`src/rtl/spi_ram_pkg.sv`:
```
// spi_ram_pkg: shared opcodes, FSM state and owner types for the SPI RAM arbiter
package spi_ram_pkg;
   localparam logic [1:0] OP_WR_ADDR = 2'b00;
   localparam logic [1:0] OP_WR_DATA = 2'b01;
   localparam logic [1:0] OP_RD_ADDR = 2'b10;
   localparam logic [1:0] OP_RD_DATA = 2'b11;
   typedef enum logic [1:0] {IDLE, ACCESS, CAPTURE} state_t;
   typedef enum logic {OWN_SPI, OWN_AUX} owner_t;
endpackage

```
`src/rtl/spi_ram_arbiter_rr_arb2.sv`:
```
// rr_arb2: two-requester arbiter, bit 0 = SPI, bit 1 = aux; ARB_FIXED_PRIO_EN selects fixed SPI priority
module rr_arb2
   import spi_ram_pkg::*;
(
   input  logic       clk,
   input  logic       rst,
   input  logic [1:0] req_i,
   input  logic       advance_i,
   output logic [1:0] gnt_o
);
`ifdef ARB_FIXED_PRIO_EN
   // SPI takes every tie; aux only wins when SPI is not asking
   always_comb gnt_o = req_i[0] ? 2'b01 : {req_i[1], 1'b0};
`else
   owner_t last_q, last_d;
   // on a tie the requester that did not win last time is granted
   always_comb gnt_o = req_i[0] && (!req_i[1] || last_q == OWN_AUX) ? 2'b01 : {req_i[1], 1'b0};
   // remember the winner whenever a grant is actually taken
   always_comb last_d = advance_i && |gnt_o ? (gnt_o[1] ? OWN_AUX : OWN_SPI) : last_q;
   // last winner starts as aux so SPI takes the first tie
   always_ff @(posedge clk) begin
      if (rst) last_q <= OWN_AUX;
      else last_q <= last_d;
   end
`endif
endmodule

```
`src/rtl/spi_ram_arbiter.sv`:
```
// spi_ram_arbiter: shares one RAM port between the SPI command stream and an aux port (ARB_FIXED_PRIO_EN: fixed SPI priority)
module spi_ram_arbiter
   import spi_ram_pkg::*;
#(
   parameter int ADDR_WIDTH = 8,
   parameter int DATA_WIDTH = 8,
   parameter int MEM_DEPTH  = 256
) (
   input  logic                  clk,
   input  logic                  rst,
   input  logic [9:0]            rx_data,
   input  logic                  rx_valid,
   output logic [7:0]            tx_data,
   output logic                  tx_valid,
   input  logic                  aux_req,
   input  logic                  aux_we,
   input  logic [ADDR_WIDTH-1:0] aux_addr,
   input  logic [DATA_WIDTH-1:0] aux_wdata,
   output logic                  aux_gnt,
   output logic [DATA_WIDTH-1:0] aux_rdata,
   output logic                  aux_rvalid,
   output logic                  ram_en,
   output logic                  ram_we,
   output logic [ADDR_WIDTH-1:0] ram_addr,
   output logic [DATA_WIDTH-1:0] ram_din,
   input  logic [DATA_WIDTH-1:0] ram_dout,
   output logic                  spi_ovf
);
   if (MEM_DEPTH != 2 ** ADDR_WIDTH) begin : g_depth_chk
      $error("MEM_DEPTH must equal 2**ADDR_WIDTH");
   end
   state_t                state_q, state_d;
   owner_t                owner_q, owner_d;
   logic [1:0]            op, gnt;
   logic [7:0]            payload;
   logic                  idle, grant_spi, grant_aux, enq, take, cap;
   logic [7:0]            wr_addr_q, wr_addr_d, rd_addr_q, rd_addr_d;
   logic                  pend_q, pend_d, pend_we_q, pend_we_d;
   logic [7:0]            pend_addr_q, pend_addr_d, pend_data_q, pend_data_d;
   logic                  spi_ovf_q, spi_ovf_d;
   logic                  ram_en_q, ram_en_d, ram_we_q, ram_we_d;
   logic [ADDR_WIDTH-1:0] ram_addr_q, ram_addr_d;
   logic [DATA_WIDTH-1:0] ram_din_q, ram_din_d;
   logic [7:0]            tx_data_q, tx_data_d;
   logic                  tx_valid_q, tx_valid_d;
   logic [DATA_WIDTH-1:0] aux_rdata_q, aux_rdata_d;
   logic                  aux_rvalid_q, aux_rvalid_d;

   assign op        = rx_data[9:8];
   assign payload   = rx_data[7:0];
   assign idle      = state_q == IDLE && !rst;
   assign grant_spi = idle && gnt[0];
   assign grant_aux = idle && gnt[1];
   assign enq       = rx_valid && (op == OP_WR_DATA || op == OP_RD_DATA);
   // the buffer frees in its own grant cycle, so a frame arriving then is accepted
   assign take      = enq && (!pend_q || grant_spi);
   assign cap       = state_q == CAPTURE;

   rr_arb2 u_arb (
      .clk       (clk),
      .rst       (rst),
      .req_i     ({aux_req, pend_q}),
      .advance_i (idle),
      .gnt_o     (gnt)
   );

   // opcode decode, address registers, one-entry SPI buffer and sticky overflow
   always_comb begin
      wr_addr_d   = rx_valid && op == OP_WR_ADDR ? payload : wr_addr_q;
      rd_addr_d   = rx_valid && op == OP_RD_ADDR ? payload : rd_addr_q;
      pend_d      = take || (pend_q && !grant_spi);
      pend_we_d   = take ? op == OP_WR_DATA : pend_we_q;
      pend_addr_d = take ? (op == OP_WR_DATA ? wr_addr_q : rd_addr_q) : pend_addr_q;
      pend_data_d = take ? payload : pend_data_q;
      spi_ovf_d   = spi_ovf_q || (enq && !take);
   end

   // FSM next state: grant -> ACCESS, reads continue to CAPTURE, all return to IDLE
   always_comb begin
      state_d = state_q == IDLE ? (|gnt ? ACCESS : IDLE)
              : state_q == ACCESS && !ram_we_q ? CAPTURE : IDLE;
   end

   // FSM outputs: RAM command on grant, read data routed to the recorded owner in CAPTURE
   always_comb begin
      ram_en_d     = grant_spi || grant_aux;
      ram_we_d     = grant_spi ? pend_we_q : grant_aux && aux_we;
      ram_addr_d   = grant_spi ? ADDR_WIDTH'(pend_addr_q) : grant_aux ? aux_addr : ram_addr_q;
      ram_din_d    = grant_spi ? DATA_WIDTH'(pend_data_q) : grant_aux ? aux_wdata : ram_din_q;
      owner_d      = grant_spi ? OWN_SPI : grant_aux ? OWN_AUX : owner_q;
      tx_valid_d   = cap && owner_q == OWN_SPI;
      aux_rvalid_d = cap && owner_q == OWN_AUX;
      tx_data_d    = tx_valid_d ? 8'(ram_dout) : tx_data_q;
      aux_rdata_d  = aux_rvalid_d ? ram_dout : aux_rdata_q;
   end

   // FSM state register
   always_ff @(posedge clk) begin
      if (rst) state_q <= IDLE;
      else state_q <= state_d;
   end

   // datapath registers; reset drops any in-flight access and the pending entry
   always_ff @(posedge clk) begin
      if (rst) begin
         owner_q      <= OWN_SPI;
         wr_addr_q    <= '0;
         rd_addr_q    <= '0;
         pend_q       <= 1'b0;
         pend_we_q    <= 1'b0;
         pend_addr_q  <= '0;
         pend_data_q  <= '0;
         spi_ovf_q    <= 1'b0;
         ram_en_q     <= 1'b0;
         ram_we_q     <= 1'b0;
         ram_addr_q   <= '0;
         ram_din_q    <= '0;
         tx_data_q    <= '0;
         tx_valid_q   <= 1'b0;
         aux_rdata_q  <= '0;
         aux_rvalid_q <= 1'b0;
      end else begin
         owner_q      <= owner_d;
         wr_addr_q    <= wr_addr_d;
         rd_addr_q    <= rd_addr_d;
         pend_q       <= pend_d;
         pend_we_q    <= pend_we_d;
         pend_addr_q  <= pend_addr_d;
         pend_data_q  <= pend_data_d;
         spi_ovf_q    <= spi_ovf_d;
         ram_en_q     <= ram_en_d;
         ram_we_q     <= ram_we_d;
         ram_addr_q   <= ram_addr_d;
         ram_din_q    <= ram_din_d;
         tx_data_q    <= tx_data_d;
         tx_valid_q   <= tx_valid_d;
         aux_rdata_q  <= aux_rdata_d;
         aux_rvalid_q <= aux_rvalid_d;
      end
   end

   assign aux_gnt    = grant_aux;
   assign tx_data    = tx_data_q;
   assign tx_valid   = tx_valid_q;
   assign aux_rdata  = aux_rdata_q;
   assign aux_rvalid = aux_rvalid_q;
   assign ram_en     = ram_en_q;
   assign ram_we     = ram_we_q;
   assign ram_addr   = ram_addr_q;
   assign ram_din    = ram_din_q;
   assign spi_ovf    = spi_ovf_q;
endmodule

```
`config.mk`:
```
export PLATFORM = sky130hd
export DESIGN_NAME = spi_ram_arbiter
export DESIGN_NICKNAME = d
export VERILOG_FILES = /design/src/rtl/spi_ram_pkg.sv /design/src/rtl/spi_ram_arbiter_rr_arb2.sv /design/src/rtl/spi_ram_arbiter.sv
export SDC_FILE = /design/constraint.sdc
export NUM_CORES = 1
export LEC_CHECK = 0
export BUFFER_PORTS_ARGS = -buffer_cell sky130_fd_sc_hd__buf_4
export CORE_MARGIN = 1.5
export CORE_UTILIZATION = 45
export DETAILED_ROUTE_END_ITERATION = 10
export GPL_ROUTABILITY_DRIVEN = 0
export PLACE_DENSITY = 0.79
export SLEW_MARGIN = 20
export SYNTH_ARGS = -nofsm -noshare
export SYNTH_HDL_FRONTEND = slang
export SYNTH_SLANG_ARGS = --single-unit
```
`constraint.sdc`:
```
create_clock -name clk -period 4.5 [get_ports clk]
set_input_delay 0.9 -clock clk [delete_from_list [all_inputs] [get_ports clk]]
set_output_delay 0.9 -clock clk [all_outputs]
set_load 0.005 [all_outputs]
```
==> results of run 1 <==
-- worst register-to-register path: cells and delay by family (launching register included) --
kind / cells / cell delay [ns]
flops: 1 / 0.73
buf+inv: 1 / 0.29
compound gates: 1 / 0.15
simple gates: 2 / 1.01
-- sequential cells by signal (all words and copies together) (netlist names) --
name          flops
aux_rdata         8
pend_addr_q       8
pend_data_q       8
ram_addr          8
ram_din           8
rd_addr_q         8
tx_data           8
wr_addr_q         8
state_q           2
aux_rvalid        1
owner_q           1
pend_q            1
pend_we_q         1
ram_en            1
ram_we            1
spi_ovf           1
tx_valid          1
u_arb.last_q      1
-- cell families after synthesis --
group | synth area share [%]
AND/OR/NAND/NOR | 14.46
AO/OA/AOI/OAI | 18.76
buffers and inverters | 6.369
flip-flops | 45.77
multiplexers | 14.65
-- worst paths after layout --
path	from	endpoint	slack (ns)	cells after the start
max	rst	aux_gnt	1.67	4
min	ram_we	state_q[1]	0.44	1
max reg2reg	pend_q	ram_din[7]	2.17	4
min reg2reg	ram_we	state_q[1]	0.44	1
-- per-stage QoR --
step / total power, uW / instance area, sq um
after floorplan: 875.1 / 3281
after global placement: 940.2 / 3801
after detailed placement: 945.5 / 3801
after CTS: 1564 / 4043
after global routing: 1618 / 4043
final: 1554 / 4043
-- area by class of cell --
class,count,share of cell area (%)
Multi-Input combinational cell,208,38.97
Sequential cell,75,37.14
Timing Repair Buffer,79,14.67
Clock buffer,11,3.497
Tap cell,96,2.971
Clock inverter,5,2.476
Inverter,3,0.2786
-- Yosys cell counts --
library cell	number	share of area [%]
nand4_1	16	3.1
clkbuf_2	1	0.15
o21ai_1	1	0.15
nor3_2	1	0.31
clkbuf_1	9	1.0
and3b_1	1	0.27
a31o_1	1	0.27
o31ai_1	9	2.1
a311oi_1	25	6.7
inv_1	1	0.11
and3_1	1	0.19
dfxtp_1	75	46
nand2b_1	18	3.4
a211o_1	1	0.27
a22o_1	1	0.27
or3_1	1	0.19
nand3b_1	2	0.46
a21oi_1	18	2.7
nor3_1	1	0.15
a211oi_2	8	3.1
and2_1	1	0.19
buf_2	21	3.2
or2_0	1	0.19
nor3_4	1	0.50
inv_2	1	0.11
buf_6	3	1.0
nor2b_1	3	0.57
nor4b_1	1	0.27
nand2_1	3	0.34
o31ai_2	8	3.1
clkinv_1	1	0.11
buf_12	1	0.61
nor2_1	34	3.9
nor3b_1	2	0.46
a211oi_1	1	0.23
mux2i_1	48	15
-- per-layer routing --
metal | up-vias | wire length, microns | part of all wire [%]
met3 | 6 | 463 | 6.4
met2 | 93 | 3299 | 45
met4 | 0 | 73 | 1.0
li1 | 1293 | - | -
met1 | 1211 | 3451 | 47
met5 | - | 0 | 0
-- power by group through the flow --
stage          Sequential (uW)  Combinational [uW]  Clock [uW]
2_1_floorplan              735                 140           0
3_3_place_gp               740                 200           0
3_5_place_dp               741                 204           0
4_1_cts                    727                 205         632
5_1_grt                    731                 225         661
6_report                   727                 205         622
==> impl_metrics.yaml, run 1 <==
logic_synthesis:
  ys_seq_elements: 75
  syn_avg_cell_area_sq_um: 10.22
  yosysSeqAreaShare_pct: 45.77
  yosys_warnings: 0
  synth.cell_area_sq_mm: 0.003281
  synth_cell_type_count: 36
  synth_cells: 321
  syn-num-nets: 360
worst_setup_path:
  path_delay_family: "buffers and inverters"
  cpPeakStageDelay_ns: 0.61
  crit_top_cell: "buf_4"
  worstSetupStartpointType: "primary input"
  endpoint_kind: "primary output"
  required_ns: 3.60
  cp_slowest_cell: "buf_4"
  crit_path_max_fanout: 83
  cp_cell_sequence: "buf_4, nor3_4, and3_1, buf_4"
  cp_num_buf_inv: 2
  critPathArrivalTime_ns: 1.93
  path_class: "in2out"
floorplanning:
  core_area_sq_mm: 0.006907
  dieArea_sq_mm: 0.007812
  initial_core_util_pct: 47.50
  io_pins: 77
  rows: 30
  fp.dieW_microns: 88.39
  die_y_microns: 88.39
sta:
  max_freq_ghz: 0.3530
  layout_setup_ws_ns: 1.667
  hold_viol: 0
  drv_slew: 0
  fin_skew_ns: 0.007412
  fin_crit_ns: 2.833
  slew_headroom_pct: 37.48
  min_period_over_period_pct: 62.95
  whs_ns: 0.4374
  fin_setup_tns_ns: 0
  rsz0062_at_grt: "no"
  setup_viol: 0
  worst_pin_slew_ns: 0.9359
layout:
  final_nets: 415
  area_growth_pct: 23.23
  regArea_sq_mm: 0.001501
  multi_input_area_sq_mm: 0.001575
  drive_gt1_share_pct: 29.92
  fillers: 622
  antenna_cells: 0
  utilization_pct: 58.53
  final_cell_mix: "buf_4 (79), dfxtp_1 (75), mux2i_1 (48)"
  instances_no_fill: 477
  final_common_cell: "buf_4"
global_routing:
  grt-ovfl-total: 0
  grtUsageMet1_pct: 28.11
  antenna_found_initial: 0
  grt_pass1_wl_mm: 11.38
  grt_usage_pct: 18.77
  grtUsageMet3_pct: 3.172
  grt_max_degree: 84
  grt_pass1_vias: 2315
  busiest_layer: "met1"
  met2_usage_pct: 26.44
drt:
  wirelength_mm: 7.287
  vias: 2603
  drc_errors: 0
  wire_per_inst_microns: 15.28
  viasPerCell: 5.457
  drtIter0Drc: 104
  drtPass1Iterations: 4
  antenna_left: 0
pwr:
  leakage_uw: 0.001635
  swShare_pct: 24.02
  p_seq_share_pct: 46.8
  pwr-share-clk_pct: 40.0
  p_sw_uw: 373.4
  intPower_uw: 1181
  power_density_mw_per_mm2: 384.5
  vdd_drop_max_v: 0.0001809
  combPwrFrac_pct: 13.2
run_status:
  outcome: "finished, final reports clean"
clocking:
  cts_tree: "yes"
  cts-root-buf: "clkbuf_8"
  htree_levels: 3
  clk_path_buf_depth: 2
  cts_setup_buffers: 0
  numCtsBuffers: 9
  insertion_delay_ns: 0.34
  ctsHoldBuffers: 0
  cts_sinks: 75
  cts_resized: 0
  cts.clk_slew.worst_paths_ns: 0.08
placement:
  port_buffers: 76
  dpl.hpwl_mm: 4.854
  pre_cts_slack_ns: 1.491
  dp.cells: 461
min_path:
  hold_path_class: "reg2reg"
job:
  drv_cap: 0
No activity file was read; power rests on OpenSTA's default activity.
==> run 2: changes to the inputs <==
==> constraint.sdc (replaced) <==
create_clock -name clk -period 2.7 [get_ports clk]
set_input_delay 0.54 -clock clk [delete_from_list [all_inputs] [get_ports clk]]
set_output_delay 0.54 -clock clk [all_outputs]
set_load 0.005 [all_outputs]
==> run 2 against run 1 <==
Final area is essentially flat. Critical path type is now reg2out. Combinational power grew 73%. Critical endpoint unchanged. Non-clock buffer count grew 6.
==> impl_metrics.yaml, run 2 (same netlist as run 1, synthesis figures left out) <==
floorplanning:
  fp.dieW_microns: 88.39
  core_area_sq_mm: 0.006907
  rows: 30
  die_y_microns: 88.39
  dieArea_sq_mm: 0.007812
  io_pins: 77
  initial_core_util_pct: 47.50
worst_setup_path:
  path_class: "reg2out"
  endpoint_kind: "primary output"
  cp_slowest_cell: "dfxtp_1"
  cp_cell_sequence: "nor3_4, buf_4, and3_1, buf_4"
  r2r_setup_slack_ns: 0.83
  cpPeakStageDelay_ns: 0.38
  cp_num_buf_inv: 2
  ff2ff_path_depth: 4
  crit_path_max_fanout: 14
  r2r-start: "pend_q"
  crit_top_cell: "buf_4"
  worstSetupStartpointType: "flip-flop"
  timing.rr.end: "ram_addr[6]"
  path_delay_family: "simple AND/OR/NAND/NOR gates"
  critPathArrivalTime_ns: 1.50
  cp.depth: 4
  required_ns: 2.16
drt:
  viasPerCell: 5.510
  drtIter0Drc: 113
  vias: 2656
  wirelength_mm: 7.359
  wire_per_inst_microns: 15.27
  antenna_left: 0
  drtPass1Iterations: 4
  drc_errors: 0
sta:
  fin_setup_tns_ns: 0
  rsz0062_at_grt: "no"
  layout_setup_ws_ns: 0.6592
  worst_pin_slew_ns: 0.9425
  fin_crit_ns: 2.041
  slew_headroom_pct: 37.17
  drv_slew: 0
  max_freq_ghz: 0.4900
  setup_viol: 0
  hold_viol: 0
  min_period_over_period_pct: 75.58
  fin_skew_ns: 0.006306
  whs_ns: 0.4067
placement:
  port_buffers: 76
  place_area_sq_mm: 0.003846
  dpl.hpwl_mm: 5.115
  pre_cts_slack_ns: 0.5392
clocking:
  cts_setup_buffers: 0
  ctsHoldBuffers: 0
  insertion_delay_ns: 0.34
  clk_path_buf_depth: 2
  cts.clk_slew.worst_paths_ns: 0.07
  cts_tree: "yes"
  cts-root-buf: "clkbuf_8"
  htree_levels: 3
  numCtsBuffers: 9
  cts_sinks: 75
  cts_resized: 0
pwr:
  p_sw_uw: 603.4
  vdd_drop_max_v: 0.0004194
  pwr-share-clk_pct: 35.3
  p_seq_share_pct: 50.0
  power_density_mw_per_mm2: 597.5
  combPwrFrac_pct: 14.7
  fin_total_pwr_uw: 2414
  intPower_uw: 1810
  swShare_pct: 25.00
  leakage_uw: 0.001641
min_path:
  hp-start: "rx_data[9]"
  whs_path_depth: 2
  hold_end: "pend_we_q"
  hold_path_class: "in2reg"
global_routing:
  antenna_found_initial: 0
  grt_pass1_wl_mm: 11.56
  grt_max_degree: 66
  grt_pass1_vias: 2442
  grt_usage_pct: 19.45
  grt-ovfl-total: 0
run_status:
  outcome: "finished, final reports clean"
job:
  drv_cap: 0
layout:
  final_nets: 421
  antenna_cells: 0
  drive_gt1_share_pct: 30.57
  final_cell_mix: "buf_4 (85), dfxtp_1 (75), mux2i_1 (48)"
  final_common_cell: "buf_4"
  finish.instance_area_sq_mm: 0.004040
  area_growth_pct: 23.15
-- run 2: cell count changes in the layout (fill, tap and decap cells not counted) --
cell and change:
clkbuf_1 +1, clkinv_2 -1, buf_4 +6, bufinv_16 -2, clkbuf_8 +1
-- run 2: layer usage --
layer  part of all wire, %  global-route usage, %  up-vias
li1                      -                      -     1304
met1                    46                  25.81     1267
met2                    47                  29.77       78
met3                   5.8                  6.343        7
met4                   1.2                  6.960        0
met5                     0                      0        -
-- run 2: stage by stage --
stage	util [%]	instances
final	58.50	482
after global routing	58.50	482
after CTS	58.50	482
after detailed placement	55.69	467
after global placement	55.69	467
after floorplan	-	321
-- run 2: how the worst max path moves through the flow --
stage | end | slack [ns] | from
after floorplan | aux_gnt | 1.05 | rst
after global placement | ram_addr[1] | 0.63 | aux_req
after detailed placement | ram_addr[6] | 0.54 | aux_req
after CTS | aux_gnt | 0.64 | state_q[0]
after global routing | aux_gnt | 0.56 | state_q[0]
final | aux_gnt | 0.66 | state_q[0]
-- run 2: worst register-to-register path: cells and delay by family (launching register included) --
| kind | cells | cell delay, ns |
|---|---|---|
| buffers and inverters | 1 | 0.30 |
| DFF | 1 | 0.33 |
| AOI/OAI and AO/OA | 1 | 0.15 |
| and+or+nand+nor | 2 | 0.96 |
-- run 2: cell type report --
| type | count | area [sq um] |
|---|---|---|
| fillers | 613 | 2867 |
| multi-input cells | 208 | 1575 |
| flip-flops and latches | 75 | 1501 |
| repair buffers | 85 | 638.1 |
| clock buffers | 13 | 158.9 |
| well taps | 96 | 120.1 |
| clock inverters | 2 | 35.03 |
| inverters | 3 | 11.26 |
-- run 2: power by group through the flow --
stage | Clock (uW) | Sequential (uW) | Combinational (uW)
after detailed placement | 0 | 1230 | 355
after global placement | 0 | 1230 | 346
after CTS | 871 | 1210 | 356
final | 852 | 1210 | 355
after global routing | 917 | 1210 | 388
after floorplan | 0 | 1220 | 234
==> run 3: changes to the inputs <==
--- a/config.mk
+++ b/config.mk
@@ -10,7 +10,7 @@
 export CORE_UTILIZATION = 45
 export DETAILED_ROUTE_END_ITERATION = 10
 export GPL_ROUTABILITY_DRIVEN = 0
-export PLACE_DENSITY = 0.79
+export PLACE_DENSITY = 0.81
 export SLEW_MARGIN = 20
 export SYNTH_ARGS = -nofsm -noshare
 export SYNTH_HDL_FRONTEND = slang
==> constraint.sdc (replaced) <==
create_clock -name clk -period 1.7 [get_ports clk]
set_input_delay 0.34 -clock clk [delete_from_list [all_inputs] [get_ports clk]]
set_output_delay 0.34 -clock clk [all_outputs]
set_load 0.005 [all_outputs]
==> run 3 against run 2 <==
Non-clock buffer count up 8. Critical path type unchanged. Core utilization up 1.3 points. Die area unchanged. Largest cell class unchanged. Worst setup slack worse by 0.58 ns. Register-to-register slack got worse by 0.68 ns. Via count fell by 0.56%. Sequential power rose by 59%. Combinational power grew 69%. Total power up 60%. Worst hold slack got worse by 0.19 ns. Critical path depth is the same. Final area up 2.2%.
==> impl_metrics.yaml, run 3 (same netlist as run 1, synthesis figures left out) <==
sta:
  min_period_over_period_pct: 95.20
  fin_crit_ns: 1.618
  worst_pin_slew_ns: 0.6086
  max_freq_ghz: 0.6179
  fin_skew_ns: 0.006366
  fin_setup_tns_ns: 0
  rsz0062_at_grt: "no"
  setup_viol: 0
  drv_slew: 0
  whs_ns: 0.2189
  slew_headroom_pct: 59.30
  hold_viol: 0
  layout_setup_ws_ns: 0.08161
pwr:
  fin_total_pwr_uw: 3863
  leakage_uw: 0.001686
  power_density_mw_per_mm2: 935.2
  vdd_drop_max_v: 0.0005431
floorplanning:
  die_y_microns: 88.39
  rows: 30
  initial_core_util_pct: 47.50
  fp.dieW_microns: 88.39
  core_area_sq_mm: 0.006907
  io_pins: 77
  dieArea_sq_mm: 0.007812
global_routing:
  grtUsageMet1_pct: 25.41
  busiest_layer: "met2"
  grt_pass1_wl_mm: 11.74
  met2_usage_pct: 30.19
  antenna_found_initial: 0
  grt_usage_pct: 19.65
  grtUsageMet3_pct: 7.183
  grt_max_degree: 53
  grt-ovfl-total: 0
  grt_pass1_vias: 2479
drt:
  drtPass1Iterations: 4
  viasPerCell: 5.390
  wirelength_mm: 7.426
  drtIter0Drc: 190
  antenna_left: 0
  drc_errors: 0
  vias: 2641
  wire_per_inst_microns: 15.16
clocking:
  clk_path_buf_depth: 2
  cts-root-buf: "clkbuf_8"
  htree_levels: 3
  numCtsBuffers: 9
  cts_tree: "yes"
  cts_sinks: 75
  cts.clk_slew.worst_paths_ns: 0.07
  insertion_delay_ns: 0.34
run_status:
  outcome: "finished, final reports clean"
layout:
  final_nets: 429
  final_cell_mix: "buf_4 (91), dfxtp_1 (75), mux2i_1 (48)"
  final_common_cell: "buf_4"
  area_growth_pct: 25.90
  antenna_cells: 0
  drive_gt1_share_pct: 32.23
worst_setup_path:
  path_class: "reg2out"
  cp_cell_sequence: "buf_4, nand2_1, and3_4, buf_4"
  critPathArrivalTime_ns: 1.28
  crit_start: "pend_q"
  worstSetupStartpointType: "flip-flop"
  required_ns: 1.36
  cpPeakStageDelay_ns: 0.33
  cp_slowest_cell: "dfxtp_1"
  endpoint_kind: "primary output"
  crit_top_cell: "buf_4"
  crit_path_max_fanout: 20
  r2r-start: "state_q[1]"
  r2r_setup_slack_ns: 0.15
job:
  drv_cap: 0
placement:
  dpl.hpwl_mm: 5.255
  pre_cts_slack_ns: 0.1625
  port_buffers: 76
min_path:
  hold_path_class: "in2reg"
  hp-start: "aux_we"
run 3: cell count changes in the layout (fill, tap and decap cells not counted), sizes merged:
cell and delta:
buf +8
run 3: metal layers:
| layer | part of all wire, % | vias up |
|---|---|---|
| met5 | 0 | - |
| met4 | 1.8 | 0 |
| met3 | 6.8 | 13 |
| met2 | 48 | 87 |
| met1 | 44 | 1215 |
| li1 | - | 1326 |
run 3: path summary, 6_finish.rpt:
check,end,cells after the start
hold / removal,ram_we,2
hold reg to reg,state_q[1],1
setup reg to reg,pend_we_q,6
setup / recovery,aux_gnt,4
run 3: report_power, final:
group / total (uW) / internal (uW) / switching (uW)
combinational: 599 / 298 / 301
clock: 1350 / 750 / 596
sequential: 1920 / 1860 / 61.4
total: 3860 / 2900 / 959
run 3: final cells by class:
class	count	area [sq um]
fill	599	2776
multi-input combinational	208	1580
sequential	75	1501
timing repair buffer	93	723.2
clock buffer	13	158.9
tap	96	120.1
clock inverter	2	35.03
inverter	3	11.26
run 3: stage by stage:
step	cell area (sq um)	utilization, %	cells
4_1_cts	4123	59.69	489
6_report	4130	59.80	490
5_1_grt	4130	59.80	490
3_3_place_gp	3924	56.81	474
3_5_place_dp	3924	56.81	474
2_1_floorplan	3281	-	321
run 3: what timing repair did:
item,CTS,global route
setup endpoints to repair,1,1
endpoints found under the hold margin,0,0
setup buffers,0,1
pin swaps,1,1
gates resized for setup,1,0
gates cloned,0,0
hold buffers,0,0
run 3: critical path: cells and delay by family (launching register included):
kind / cells / cell delay [ns]
buf+inv: 2 / 0.35
flops: 1 / 0.33
simple gates: 2 / 0.26
